`config.mk`:
```
export PLATFORM = sky130hd
export DESIGN_NAME = seq_shift_add_multiplier
export DESIGN_NICKNAME = d
export VERILOG_FILES = /design/src/rtl/seq_shift_add_multiplier.sv
export SDC_FILE = /design/constraint.sdc
export NUM_CORES = 1
export LEC_CHECK = 0
export ABC_AREA = 1
export CORE_UTILIZATION = 58
export DETAILED_ROUTE_END_ITERATION = 10
export PLACE_DENSITY_LB_ADDON = 0.05
export SLEW_MARGIN = 30
export SYNTH_ARGS = -nofsm -noshare
export SYNTH_HDL_FRONTEND = slang
export SYNTH_SLANG_ARGS = --single-unit
```
`constraint.sdc`:
```
create_clock -name clk -period 3 [get_ports clk]
set_input_delay 0.6 -clock clk [delete_from_list [all_inputs] [get_ports clk]]
set_output_delay 0.6 -clock clk [all_outputs]
set_load 0.005 [all_outputs]
```
`src/rtl/seq_shift_add_multiplier.sv`:
```
// -----------------------------------------------------------------------------
// seq_shift_add_multiplier
//
// Multi-cycle WIDTH x WIDTH multiplier built from one adder. It processes one
// multiplier bit per clock, LSB first, and adds the shifted multiplicand
// magnitude into a 2*WIDTH accumulator. Signed operands are multiplied as
// magnitudes. The result is negated at the end when exactly one operand was
// negative. Square mode uses a as both operands.
//
// Timing for an accept at edge E0:
//   E0            IDLE -> CALC, operands captured
//   E0+1..E0+W    one multiplier bit per edge; the result lands in product
//                 on E0+W and the FSM enters DONE
//   E0+W+1        first edge at which a consumer sees out_valid=1
// With out_ready held high, one operation completes every WIDTH+2 cycles.
//
// Ports
//   clk        in   rising-edge clock for all state
//   reset      in   asynchronous, active-low reset
//   in_valid   in   operand set offered
//   in_ready   out  operand set accepted this cycle (IDLE only)
//   a          in   WIDTH   multiplicand
//   b          in   WIDTH   multiplier (ignored when square=1)
//   is_signed  in   1 = two's-complement operands and result
//   square     in   1 = compute a*a
//   out_valid  out  product holds a completed result (DONE)
//   out_ready  in   consumer takes the result this cycle
//   product    out  2*WIDTH result register
//   busy       out  high in CALC and DONE
// -----------------------------------------------------------------------------
`timescale 1ns/1ps

module seq_shift_add_multiplier #(
  parameter int WIDTH = 8
) (
  input  logic               clk,
  input  logic               reset,
  input  logic               in_valid,
  output logic               in_ready,
  input  logic [WIDTH-1:0]   a,
  input  logic [WIDTH-1:0]   b,
  input  logic               is_signed,
  input  logic               square,
  output logic               out_valid,
  input  logic               out_ready,
  output logic [2*WIDTH-1:0] product,
  output logic               busy
);

  localparam int PW = 2 * WIDTH;
  localparam int CW = (WIDTH > 1) ? $clog2(WIDTH) : 1;
  localparam logic [CW-1:0] CNT_LAST = CW'(WIDTH - 1);

  typedef enum logic [1:0] {
    IDLE = 2'd0,
    CALC = 2'd1,
    DONE = 2'd2
  } state_t;

  state_t          state_q, state_d;
  logic            rst_sync_q, rst_sync_d;
  logic [PW-1:0]   mcand_q, mcand_d;     // multiplicand magnitude, shifts left each step
  logic [WIDTH-1:0] mplier_q, mplier_d;  // multiplier magnitude, shifts right each step
  logic [PW-1:0]   acc_q, acc_d;
  logic            neg_q, neg_d;         // result must be negated at the end
  logic [CW-1:0]   cnt_q, cnt_d;
  logic [PW-1:0]   product_q, product_d;

  // ---------------------------------------------------------------------------
  // Operand conditioning (combinational, used only on the accept edge)
  // ---------------------------------------------------------------------------
  logic [WIDTH-1:0] mplier_src;
  logic             a_neg, b_neg;
  logic [WIDTH-1:0] a_mag, b_mag;
  logic [PW-1:0]    acc_sum;

  assign mplier_src = square ? a : b;
  assign a_neg      = is_signed & a[WIDTH-1];
  assign b_neg      = is_signed & mplier_src[WIDTH-1];

  // Negating -2^(WIDTH-1) in WIDTH bits gives the same bit pattern back. Read
  // as unsigned, that pattern is exactly the magnitude 2^(WIDTH-1), so no
  // extra bit is needed.
  assign a_mag = a_neg ? (~a + 1'b1) : a;
  assign b_mag = b_neg ? (~mplier_src + 1'b1) : mplier_src;

  // One shift-add step: add the multiplicand when the current multiplier bit is set.
  assign acc_sum = acc_q + (mplier_q[0] ? mcand_q : '0);

  // ---------------------------------------------------------------------------
  // Reset release synchroniser
  // ---------------------------------------------------------------------------
  // Reset asserts asynchronously. Its release takes effect on a clock edge.
  // Nothing can leave its reset value until in_ready opens, so the FSM and the
  // datapath all come out of reset in step with clk.
  assign rst_sync_d = 1'b1;

  always_ff @(posedge clk or negedge reset) begin
    if (!reset) begin
      rst_sync_q <= 1'b0;
    end else begin
      rst_sync_q <= rst_sync_d;
    end
  end

  // ---------------------------------------------------------------------------
  // Next-state and output logic
  // ---------------------------------------------------------------------------
  always_comb begin
    // NOTE: every signal driven here gets a default first; a path that leaves
    // one unassigned would infer a latch.
    state_d   = state_q;
    mcand_d   = mcand_q;
    mplier_d  = mplier_q;
    acc_d     = acc_q;
    neg_d     = neg_q;
    cnt_d     = cnt_q;
    product_d = product_q;

    in_ready  = (state_q == IDLE) && rst_sync_q;
    out_valid = (state_q == DONE);
    busy      = (state_q != IDLE);

    unique case (state_q)
      IDLE: begin
        if (in_valid && in_ready) begin
          mcand_d  = {{WIDTH{1'b0}}, a_mag};
          mplier_d = b_mag;
          acc_d    = '0;
          neg_d    = a_neg ^ b_neg;
          cnt_d    = '0;
          state_d  = CALC;
        end
      end

      CALC: begin
        acc_d    = acc_sum;
        mcand_d  = mcand_q << 1;
        mplier_d = mplier_q >> 1;
        cnt_d    = cnt_q + 1'b1;
        if (cnt_q == CNT_LAST) begin
          // The last bit's sum goes straight to product, so the result is
          // ready on the WIDTH-th CALC edge.
          product_d = neg_q ? (~acc_sum + 1'b1) : acc_sum;
          cnt_d     = '0;
          state_d   = DONE;
        end
      end

      DONE: begin
        // product is left alone here and in IDLE. It holds the last result
        // until the next operation completes.
        if (out_ready) begin
          state_d = IDLE;
        end
      end

      default: begin
        state_d = IDLE;
      end
    endcase
  end

  // ---------------------------------------------------------------------------
  // State and datapath registers
  // ---------------------------------------------------------------------------
  // NOTE: the datapath registers are reset along with the FSM. When reset
  // aborts an operation, no partial accumulator or operand value survives to
  // leak into product later.
  always_ff @(posedge clk or negedge reset) begin
    if (!reset) begin
      state_q   <= IDLE;
      mcand_q   <= '0;
      mplier_q  <= '0;
      acc_q     <= '0;
      neg_q     <= 1'b0;
      cnt_q     <= '0;
      product_q <= '0;
    end else begin
      // NOTE: sequential state uses non-blocking assignments. Every flop then
      // samples its pre-edge value, and the result does not depend on
      // statement order.
      state_q   <= state_d;
      mcand_q   <= mcand_d;
      mplier_q  <= mplier_d;
      acc_q     <= acc_d;
      neg_q     <= neg_d;
      cnt_q     <= cnt_d;
      product_q <= product_d;
    end
  end

  assign product = product_q;

endmodule

```
# == Word level (Yosys, flattened, before mapping) ==
# Cells that the tools add are included.
# word_totals
ff_bits,63
input_bits,22
out_inout_bits,19
word_cells,52
# op_classes
n_addsub,5
n_eq_ne,6
n_mux,18
bitwise_logic,6
reduce_logical,9
# op_table
op,count
$mux W16,4
$pmux W16 S2,2
$mux W8,4
$add A16 B1 Y16 const B,1
$add A16 B16 Y16,1
$add A8 B1 Y8 const B,2
$not A16 Y16,1
$not A8 Y8,2
$pmux W8 S2,1
$mux W2,3
$mux W3,2
$pmux W2 S3,1
$pmux W3 S2,1
$reduce_and A2 Y1,3
$ne A2 B1 Y1 const B,2
$reduce_bool A2 Y1,2
$add A3 B1 Y3 const B,1
$eq A3 B3 Y1 const B,1
$reduce_and A3 Y1,1
$and A1 B1 Y1,2
$eq A2 B1 Y1 const B,1
$eq A2 B2 Y1 const B,1
$logic_and A1 B1 Y1,2
$logic_not A2 Y1,1
2 further kinds,2

# == Logic depth before layout (Yosys ltp) ==
# Gate-level depths: netlist of run 1.
# depth
depth_word,6
ltp_mapped,21

# == Worst setup path after synthesis of run 1 ==
# Ideal clock, no wire load.
# synth_path
path_kind,reg2reg
start,reg mplier_q[0]
end,"reg product_q[14], in the netlist product[14]"
setup_time_ps,117
arrival_ps,2536
t_required_ps,2883
slack_ps,346
path_stages_with_launch,20
path_cell_list,dfrtp_1 -> clkbuf_1 -> clkbuf_1 -> nand2_1 -> inv_1 -> ha_1 -> fa_1 -> inv_1 -> ha_1 -> inv_1 -> nor2_1 -> nand2_1 -> nor2_2 -> nand2_2 -> nor2_4 -> nand2_2 -> nand2_4 -> nand3_1 -> nand3_1 -> nand2_1
# synth_via
elab_chain_cells,5
# synth_lines
item,line,rtl
start: declaration,63,"logic [WIDTH-1:0] mplier_q, mplier_d;"
start signal: assignment,185,mplier_q <= mplier_d;
$mux W16 *,88,assign acc_sum = acc_q + (mplier_q[0] ? mcand_q : '0);
$add A16 B16 Y16 *,88,
$not A16 Y16,144,product_d = neg_q ? (~acc_sum + 1'b1) : acc_sum;
$add A16 B1 Y16,144,
$mux W16 *,144,
end signal: assignment,189,product_q <= product_d;
end: declaration,67,"logic [PW-1:0] product_q, product_d;"
# Every way passes the cells marked *; elsewhere a longest branch is shown, timed or not.
# A chain may end at the register's enable or synchronous reset.

# == Final worst setup path of run 1 ==
# layout_path
start,reg mplier_q[0]
end,"reg product_q[15], in the netlist product[15]"
# The elaborated chain is that of the path after synthesis.

==> impl_results.md, run 1 <==
- Outcome: complete, no violations
- Fin nets: 727
- Fin crit period: 2.63 ns
- Worst slew pin tran: 0.648 ns
- Mean area per synthesized cell: 6.89 um^2
- Final hold viol count: 0
- Initial antenna violation count: 0
- Setup CP Type: reg2reg
- Synth Area in Compound Gates: 0.122
- Sequential Area: between 1500 and 2000 um^2
- Die area: 7950 um^2
- Finish-stage setup viols: 0
- Setup Skew: ~0.011 ns
- Post-CTS setup buffers: 0
- VDD IR max: 0.000804 V
- Yosys reg bits: 63
- Drt first-iter violations: ~180
- CP Max Fanout: 9
- Final core utilization: 0.706
- Vias: between 4k and 5k
- Max Slew Vio Count: 0
- Yosys warns: 0
- I/O Buffers: 40
- Rel. slew slack: 0.568
- Placer Congestion: between 0.9 and 1
- Max H-tree Level: 3
- Critical path origin: mplier_q[0]
- Mapped Cells: 639
- R2r startpoint: mplier_q[0]
- Final HPWL DP: 7990 um
- Register area share after synthesis: 0.358
- Die height: about 89 um
- Post-synthesis adder-cell area fraction: 0.0613
- Main combinational cell family by area after synthesis: simple AND/OR/NAND/NOR gates
- TritonCTS clock tree: yes
- Fillers: about 640
- Root Buffer: clkbuf_8
- CP Launch Type: flip-flop
- Period Utilization, post-route: 0.876
- Clk buf depth: 2
- Fin area: roughly 5100 um^2
- Power Total: roughly 0.005 W
- Starting Density: 0.604
- Hold buffer count at cts: 0
- Via-to-Cell Ratio: 5.29
- DP Area: roughly 4900 um^2
- WHS: around 0.25 ns
- Synth cell types: 38
- Lkg Pwr: around 2.8 nW
- Row cnt: 31
- Worst Hold Class: in2async
- Grt ovf: 0
- Drt pass-1 iters: 5
- Clk_lat worst skew: approximately 0.35 ns
- CP endpoint kind: flip-flop
- Post-synthesis mux area share: 0
- Fmax: approximately 380 MHz
- Antenna diode count: 0
- Synthesis-to-layout area growth: 16.9%
- Data arrival time of the worst path: ~2.9 ns
- Fraction of layout cells with a size suffix above 1: 0.0871
- Ports: 41
- CTS Sinks: 63
- CTS Buf Count: 9
- All-Layer GR Usage: 0.293
- Mapped cell area: ~4400 um^2
- Post-cts sizing count: 0
- DRC Markers: 0
- Clk slew on worst S/H paths: roughly 0.080 ns
- Routed len/inst: between 10 and 15 um
- XOR/XNOR Fraction of Synth Area: 0.0239
- First-pass GRT wire length: approximately 18000 um
- Antenna Nets Post-Route: 0
- Required time of the critical path: roughly 3.2 ns
- Largest net degree at the start of global routing: 64
- Synth Area in Simple Gates: 0.335
- Vias in the first global route: approximately 4.0k
- Number of max-cap violations: 0
- Power per cell area: between 900 and 1000 nW/um^2
- RSZ-0062 raised after global routing: false
- Routed wire length: between 10000 and 15000 um
- Syn_nets: 682
- Multi-input logic area: 2390 um^2
- Die X: between 80 and 90 um
- Fin Setup TNS: 0 ns
- CORE AREA: approximately 7300 um^2
## flip-flops by register name (all words and copies together), names as in the netlist
register    flops
product        16
neg_q           1
cnt_q           3
rst_sync_q      1
acc_q          16
state_q         2
mplier_q        8
mcand_q        16
## logic make-up (layout without fill, tap and decap cells)
logic type,after synthesis,in the layout
compound gates,89,89
flops,63,63
other cells,1,1
xor+xnor,12,12
fa+ha+maj,21,21
buf+inv,114,164
simple gates,339,339
## critical path, stage by stage (launching register included)
cell and delay, ns:
dfrtp_1 0.49, nand2_1 0.10, inv_1 0.04, ha_1 0.21, fa_1 0.42, nand2_2 0.12
nand2_1 0.09, nand2_1 0.09, nand2_1 0.08, nand2_2 0.11, nand3_1 0.10, nor2_1 0.14
nand2_1 0.08, nor2_1 0.11, nand2_1 0.08, nand2_1 0.06, nand2_1 0.06, nand3_1 0.07
nand2_1 0.05
## cells in the final DEF (no fill, tap or decap), drive strengths merged, types with 3 or more instances in the layout
| master | netlist | layout |
|---|---|---|
| nand4 | 5 | 5 |
| clkbuf | 8 | 12 |
| o22ai | 7 | 7 |
| ha | 20 | 20 |
| a21oi | 14 | 14 |
| inv | 99 | 99 |
| buf | 7 | 10 |
| nand3b | 3 | 3 |
| nand3 | 37 | 37 |
| nor3 | 8 | 8 |
| xor2 | 8 | 8 |
| o21ai | 47 | 47 |
| nand2 | 245 | 245 |
| o221ai | 7 | 7 |
| o311ai | 3 | 3 |
| o211ai | 4 | 4 |
| nor2 | 38 | 38 |
| clkdlybuf4s50 | 0 | 39 |
| dfrtp | 63 | 63 |
| xnor2 | 4 | 4 |
## path summary, 6_finish.rpt
check | to | slack, ns | depth (start not counted)
worst max-delay path | product[15] | 0.37 | 18
worst max register to register | product[15] | 0.37 | 18
min in group clk | product[4] | 0.48 | 2
max in group asynchronous | product[6] | 2.47 | 2
worst min-delay path | mcand_q[13] | 0.25 | 2
worst min register to register | product[4] | 0.48 | 2
## stage by stage
step | instances | setup slack, ns
2_1_floorplan | 639 | 0.346
3_3_place_gp | 772 | 0.474
3_5_place_dp | 772 | 0.399
4_1_cts | 788 | 0.389
5_1_grt | 788 | 0.112
6_report | 788 | 0.372
## metal layers
metal	wire length (um)	track usage
met1	4520	0.337
met2	5220	0.527
met3	450	0.0536
met4	328	0.134
met5	0	0
## synth_stat cells, drive strengths merged
library cell / count / area [um^2]
o32ai: 1 / 8.76
o31ai: 1 / 7.51
o221ai: 7 / 61.3
nand2: 245 / 980
clkbuf: 8 / 30.0
nor2: 38 / 189
xnor2: 4 / 35.0
fa: 1 / 20.0
ha: 20 / 250
conb: 1 / 3.75
nand3: 37 / 195
or2: 1 / 6.26
and2: 2 / 12.5
xor2: 8 / 70.1
o21ai: 47 / 235
a21o: 1 / 7.51
dfrtp: 63 / 1580
buf: 7 / 35.0
inv: 99 / 372
a21oi: 14 / 81.3
o211ai: 4 / 30.0
o22ai: 7 / 43.8
o311ai: 3 / 26.3
nor3: 8 / 40.0
nand3b: 3 / 22.5
a22o: 2 / 17.5
nand4: 5 / 31.3
a32o: 1 / 10.0
a22oi: 1 / 7.51
## where the power goes
group          switching, W  internal (W)  total (W)
combinational       0.00168       0.00105    0.00273
sequential         0.000246       0.00119    0.00144
clock              0.000351      0.000431   0.000782
## layout make-up
type                    instances  share of cell area
flip-flops and latches         63               0.306
inverters                      99              0.0722
clock buffers                  12              0.0301
clock inverters                 4              0.0104
repair buffers                 49              0.0923
well taps                      99              0.0241
multi-input cells             462               0.465
(Power assumes the default switching activity.)
==> inputs of run 2 (changes only) <==
--- a/config.mk
+++ b/config.mk
@@ -6,8 +6,9 @@
 export NUM_CORES = 1
 export LEC_CHECK = 0
 export ABC_AREA = 1
-export CORE_UTILIZATION = 58
+export CORE_UTILIZATION = 60
 export DETAILED_ROUTE_END_ITERATION = 10
+export DONT_BUFFER_PORTS = 1
 export PLACE_DENSITY_LB_ADDON = 0.05
 export SLEW_MARGIN = 30
 export SYNTH_ARGS = -nofsm -noshare
==> run 2 against run 1 <==
Die area fell by 3.3%. First-iteration DRC count is 2.7% lower. Final cell count down 5.7%. Largest power group unchanged. Highest routed layer unchanged.
==> impl_results.md, run 2 (synthesis results as in run 1) <==
- Root Buffer: clkbuf_8
- Setup CP Type: reg2reg
- Die area: 7690 um^2 (-3.3%)
- Worst slew pin tran: 0.671 ns (+0.0239 ns)
- Clock power share: 0.176 (+0.018)
- Number of max-cap violations: 0 (unchanged)
- Initial antenna violation count: 0 (unchanged)
- Antenna diode count: 0 (unchanged)
- Lkg Pwr: 2.61 nW (-5.1%)
- Commonest cells after routing, fill and taps aside: nand2_1 (223), inv_1 (97), dfrtp_1 (63), o21ai_0 (44), nand3_1 (35)
- DP Area: 4510 um^2 (-8.8%)
- TritonCTS clock tree: yes
- Power per cell area: 1000 nW/um^2 (+4.3%)
- Drt first-iter violations: 177 (-2.7%)
- VDD IR max: 0.000644 V (-20%)
- CP Max Fanout: 5 (-4)
- Final HPWL DP: 7650 um (-4.3%)
- Drt pass-1 iters: 5 (unchanged)
- Antenna Nets Post-Route: 0 (unchanged)
- DRC Markers: 0 (unchanged)
- RSZ-0062 raised after global routing: false
- CP Launch Type: flip-flop
- Vias: 3963 (-4.9%)
- Dpl ws: 0.500 ns (+0.101 ns)
- Die X: 87.7 um (-1.6%)
- First-pass GRT wire length: 16900 um (-5.3%)
- CTS Sinks: 63 (unchanged)
- I/O Buffers: 0 (-100%)
- Setup Skew: 0.0125 ns (+0.00147 ns)
- Final hold viol count: 0 (unchanged)
- Synthesis-to-layout area growth: 7.92%
- Largest net degree at the start of global routing: 64 (unchanged)
- Data arrival time of the worst path: 2.77 ns (-0.10 ns)
- CTS Buf Count: 9 (unchanged)
- Fraction of layout cells with a size suffix above 1: 0.0896 (+0.00256)
- Logic pwr share: 0.518 (-0.033)
- Finish-stage setup viols: 0 (unchanged)
- P_int: 0.00253 W (-5.2%)
- Die height: 87.7 um (-1.6%)
- Worst r2r path cells: 15 (-3)
- Row cnt: 30 (-3.2%)
- Vias in the first global route: 3825 (-5.2%)
- Routed len/inst: 13.4 um (+0.70%)
- Worst Hold Class: in2async
- CORE AREA: 6940 um^2 (-4.8%)
- Outcome: complete, no violations
- Final Worst Setup Slack: 0.474 ns (+0.102 ns)
- Max H-tree Level: 3 (unchanged)
- Clk buf depth: 2 (unchanged)
- Fin area: 4750 um^2 (-7.7%)
- Period Utilization, post-route: 0.842 (-0.0340)
- All-Layer GR Usage: 0.287 (-0.00597)
- Rel. slew slack: 0.552 (-0.0159)
- Fin crit period: 2.53 ns (-0.102 ns)
- Starting Density: 0.634 (+0.0303)
- Sw frac: 0.468 (+0.00854)
- Clk slew on worst S/H paths: 0.08 ns (about the same)
- Fin nets: 685 (-5.8%)
- Fmax: 396 MHz (+4.0%)
- Clk_lat worst skew: 0.35 ns (about the same)
- Power Total: 0.00476 W (-3.7%)
- Switching Power: 0.00223 W (-1.9%)
- Max Slew Vio Count: 0 (unchanged)
- Ports: 41 (unchanged)
- CP endpoint kind: flip-flop
- Post-CTS setup buffers: 0 (unchanged)
- Required time of the critical path: 3.25 ns (about the same)
- Placer Congestion: 0.914 (-1.9%)
- Sequential Power Share: 0.306 (+0.015)
- Placed Cells: 726 (-6.0%)
- Routed wire length: 9980 um (-5.1%)
- Non-Filler Instances: 743 (-5.7%)
- Most common cell after layout, fill and taps aside: nand2_1
- Fin Setup TNS: 0 ns (unchanged)
- Via-to-Cell Ratio: 5.33 (+0.82%)
- Grt ovf: 0 (unchanged)
## run 2: timing repair
| item | in CTS | in global routing |
|---|---|---|
| hold buffers | 1 | 0 |
| endpoints found under the hold margin | 63 | 0 |
| resized for setup | 0 | 0 |
## run 2: final cells by class
| cell class | count | area, um^2 |
|---|---|---|
| fill | 616 | 2190 |
| clock inverter | 6 | 83.8 |
| tap | 96 | 120 |
| multi-input combinational | 462 | 2390 |
| inverter | 99 | 372 |
| sequential | 63 | 1580 |
| clock buffer | 10 | 138 |
| timing repair buffer | 7 | 72.6 |
## run 2: final timing paths
check	from	endpoint	slack [ns]
hold / removal	reset	acc_q[12]	0.11
setup reg to reg	mplier_q[0]	product[13]	0.47
hold reg to reg	mplier_q[5]	mplier_q[4]	0.49
max in group asynchronous	reset	mcand_q[1]	2.62
setup / recovery	mplier_q[0]	product[13]	0.47
min in group clk	out_ready	state_q[1]	0.33
## run 2: critical path, stage by stage (launching register included)
cell and delay (ns):
dfrtp_1 0.41, nand2_1 0.07, inv_1 0.04, ha_1 0.21
fa_1 0.43, xor2_1 0.24, nor2_1 0.19, nand3_1 0.09
nor2_1 0.09, nand3_1 0.15, nor2_4 0.14, nand2_2 0.06
nand2_2 0.09, nand3_1 0.09, nand3_1 0.09, nand2_1 0.05
## run 2: through the flow
step | util | hold WS [ns]
floorplan | - | 0.304
global placement | 0.649 | 0.306
detailed placement | 0.649 | 0.306
CTS | 0.685 | 0.127
global route | 0.685 | 0.110
finish | 0.685 | 0.112
## run 2: per-layer routing
layer / GRT usage / up-vias / share of wire
met5: 0 / - / 0
met4: 0.127 / 0 / 0.023
met3: 0.0452 / 21 / 0.032
met2: 0.518 / 88 / 0.51
met1: 0.335 / 1813 / 0.44
li1: - / 2041 / -
## run 2: power groups by stage
stage / Sequential [W] / Combinational (W) / Clock, W
2_1_floorplan: 0.00138 / 0.00195 / 0
3_3_place_gp: 0.00145 / 0.00236 / 0
3_5_place_dp: 0.00148 / 0.00243 / 0
4_1_cts: 0.00146 / 0.00246 / 0.000850
5_1_grt: 0.00150 / 0.00281 / 0.000876
6_report: 0.00146 / 0.00247 / 0.000840
==> inputs of run 3 (changes only) <==
==> constraint.sdc (replaced) <==
create_clock -name clk -period 2.6 [get_ports clk]
set_input_delay 0.52 -clock clk [delete_from_list [all_inputs] [get_ports clk]]
set_output_delay 0.52 -clock clk [all_outputs]
set_load 0.005 [all_outputs]
==> run 3 against run 2 <==
Utilization increased by 2.1 points. Clock power increased by 3.6%. Sequential cell count unchanged. Maximum frequency increased by 5.1%. Clock skew increased by 0.0034 ns. Final cell count increased by 0.67%. Register-to-register slack got worse by 0.28 ns. Combinational power increased by 27%. Routed wire length increased by 8.1%. Cell area increased by 3.0%. Critical path depth increased by 4. Non-clock buffer count increased by 6. Largest cell class unchanged.
==> impl_results.md, run 3 (synthesis results as in run 1) <==
- Outcome: complete, no violations
- I/O Buffers: 0 (unchanged)
- Clk buf depth: 2 (unchanged)
- Max Slew Vio Count: 0 (unchanged)
- P_int: 0.00299 W (+18%)
- Reg2Reg Setup Slack: 0.20 ns (-0.28 ns)
- Worst Hold Class: in2async
- CP Launch Type: flip-flop
- CORE AREA: 6940 um^2 (unchanged)
- Die X: 87.7 um (unchanged)
- Setup Skew: 0.0160 ns (+0.00344 ns)
- Post-CTS setup buffers: 0 (unchanged)
- Most common cell after layout, fill and taps aside: nand2_1
- CTS Buf Count: 9 (unchanged)
- Period Utilization, post-route: 0.925 (+0.0826)
- First-pass GRT wire length: 17500 um (+3.5%)
- Die height: 87.7 um (unchanged)
- Fmax: 416 MHz (+5.1%)
- Switching Power: 0.00270 W (+21%)
- Power Total: 0.00569 W (+19%)
- Clk_lat worst skew: 0.35 ns (about the same)
- Fin crit period: 2.40 ns (-0.122 ns)
- Worst r2r path cells: 19 (+4)
- Fin nets: 691 (+0.88%)
- Finish-stage setup viols: 0 (unchanged)
- Antenna diode count: 0 (unchanged)
- Clock power share: 0.153 (-0.023)
- Routed wire length: 10800 um (+8.1%)
- Commonest cells after routing, fill and taps aside: nand2_1 (218), inv_1 (96), dfrtp_1 (63), o21ai_0 (44), nand3_1 (34)
- Crit path capture: product[12]
- All-Layer GR Usage: 0.299 (+0.0119)
- TritonCTS clock tree: yes
- Grt ovf: 0 (unchanged)
- Reg2reg end: product[12]
- Via-to-Cell Ratio: 5.49 (+3.0%)
- Drt pass-1 iters: 5 (unchanged)
- Starting Density: 0.634 (unchanged)
- Largest net degree at the start of global routing: 64 (unchanged)
- DRC Markers: 0 (unchanged)
- Root Buffer: clkbuf_8
- Antenna Nets Post-Route: 0 (unchanged)
- CTS Sinks: 63 (unchanged)
- Sequential Power Share: 0.297 (-0.009)
- Data arrival time of the worst path: 2.65 ns (-0.12 ns)
- Placer Congestion: 0.965 (+5.6%)
- Initial antenna violation count: 0 (unchanged)
- Vias: 4108 (+3.7%)
- R2r startpoint: mplier_q[0]
- Row cnt: 30 (unchanged)
- Clk slew on worst S/H paths: 0.08 ns (about the same)
- Setup CP Type: reg2reg
- Logic pwr share: 0.550 (+0.032)
- Number of max-cap violations: 0 (unchanged)
- Sequential Area: 1580 um^2 (unchanged)
- Vias in the first global route: 3885 (+1.6%)
- Drt first-iter violations: 202 (+14%)
- Sw frac: 0.475 (+0.00717)
- Power per cell area: 1160 nW/um^2 (+16%)
- Max H-tree Level: 3 (unchanged)
- Final hold viol count: 0 (unchanged)
- Die area: 7690 um^2 (unchanged)
- Fraction of layout cells with a size suffix above 1: 0.133 (+0.0438)
- CP Max Fanout: 12 (+7)
- Rel. slew slack: 0.570 (+0.0183)
- Multi-input logic area: 2510 um^2 (+5.1%)
- Fillers: 621 (+0.81%)
- Worst slew pin tran: 0.644 ns (-0.0273 ns)
- Required time of the critical path: 2.84 ns (-0.41 ns)
- Ports: 41 (unchanged)
- VDD IR max: 0.000867 V (+35%)
- Synthesis-to-layout area growth: 11.2%
- Final HPWL DP: 7820 um (+2.3%)
- Lkg Pwr: 2.61 nW (+0.14%)
- Critical path origin: mplier_q[0]
- Routed len/inst: 14.4 um (+7.3%)
- CP endpoint kind: flip-flop
- WHS: 0.0398 ns (-0.0721 ns)
-- run 3: changes by cell type in the layout (fill, tap and decap cells not counted), moves of 2 or more --
cell        delta
a21oi_1        -2
a21oi_2        +2
buf_4          +6
clkinv_2       -2
clkinvlp_4     +2
ha_1           -8
ha_2           +3
ha_4           +5
nand2_1        -5
nand2_2        +3
nand2_4        +2
nor2_1         -6
nor2_2         +6
-- run 3: per-stage QoR --
stage | area, um^2 | TNS [ns] | util | instances | setup slack (ns)
floorplan | 4410 | 0 | - | 639 | 0.0309
CTS | 4770 | 0 | 0.688 | 748 | 0.0857
global placement | 4550 | 0 | 0.655 | 732 | 0.175
finish | 4900 | 0 | 0.705 | 748 | 0.196
global route | 4900 | -0.0356 | 0.705 | 748 | -0.0203
detailed placement | 4550 | 0 | 0.655 | 732 | 0.117
-- run 3: worst min path at each step --
stage	start	to	slack, ns	cells past startpoint
global placement	reset	mcand_q[14]	0.23	0
finish	reset	product[4]	0.04	1
floorplan	reset	acc_q[0]	0.22	0
global route	reset	product[4]	0.06	1
detailed placement	reset	mcand_q[14]	0.23	0
CTS	reset	product[4]	0.05	1
-- run 3: worst max-delay path: stages, from the launching register on --
cell,delay [ns]
dfrtp_1,0.41
buf_4,0.19
nand2_1,0.06
inv_1,0.04
ha_2,0.38
nand2_1,0.12
inv_2,0.07
nand3_2,0.08
nand2_2,0.10
nand2_1,0.10
nand2_1,0.09
nand2_1,0.06
nand2_1,0.13
nor2_1,0.07
nand2_2,0.09
nand2_4,0.06
nand2_1,0.08
nand2_1,0.06
nand3_1,0.07
nand2_1,0.05
-- run 3: layout make-up --
cell class / count / area share
Timing Repair Buffer: 13 / 0.0240
Sequential cell: 63 / 0.322
Multi-Input combinational cell: 462 / 0.514
Inverter: 99 / 0.0759
Tap cell: 96 / 0.0245
Clock buffer: 10 / 0.0281
Clock inverter: 5 / 0.0120
-- run 3: routing by layer --
layer  share of wire  track usage  vias up  routed length, um
met5               0            0        -                  0
met4           0.029        0.116        0                316
met3           0.047       0.0537       25                507
met2            0.50        0.542      109               5410
met1            0.42        0.350     1927               4560
li1                -            -     2047                  -
-- run 3: timing repair --
item	CTS	global route
resized for setup	0	31
hold buffers	1	0
hold endpoints to repair	63	0
setup endpoints to repair	0	6
-- run 3: power groups by stage --
stage / sequential [W] / combinational [W] / clock, W
after floorplan: 0.00159 / 0.00225 / 0
after global placement: 0.00168 / 0.00282 / 0
after detailed placement: 0.00169 / 0.00291 / 0
after CTS: 0.00167 / 0.00295 / 0.000878
after global routing: 0.00174 / 0.00351 / 0.000914
final: 0.00169 / 0.00313 / 0.000870
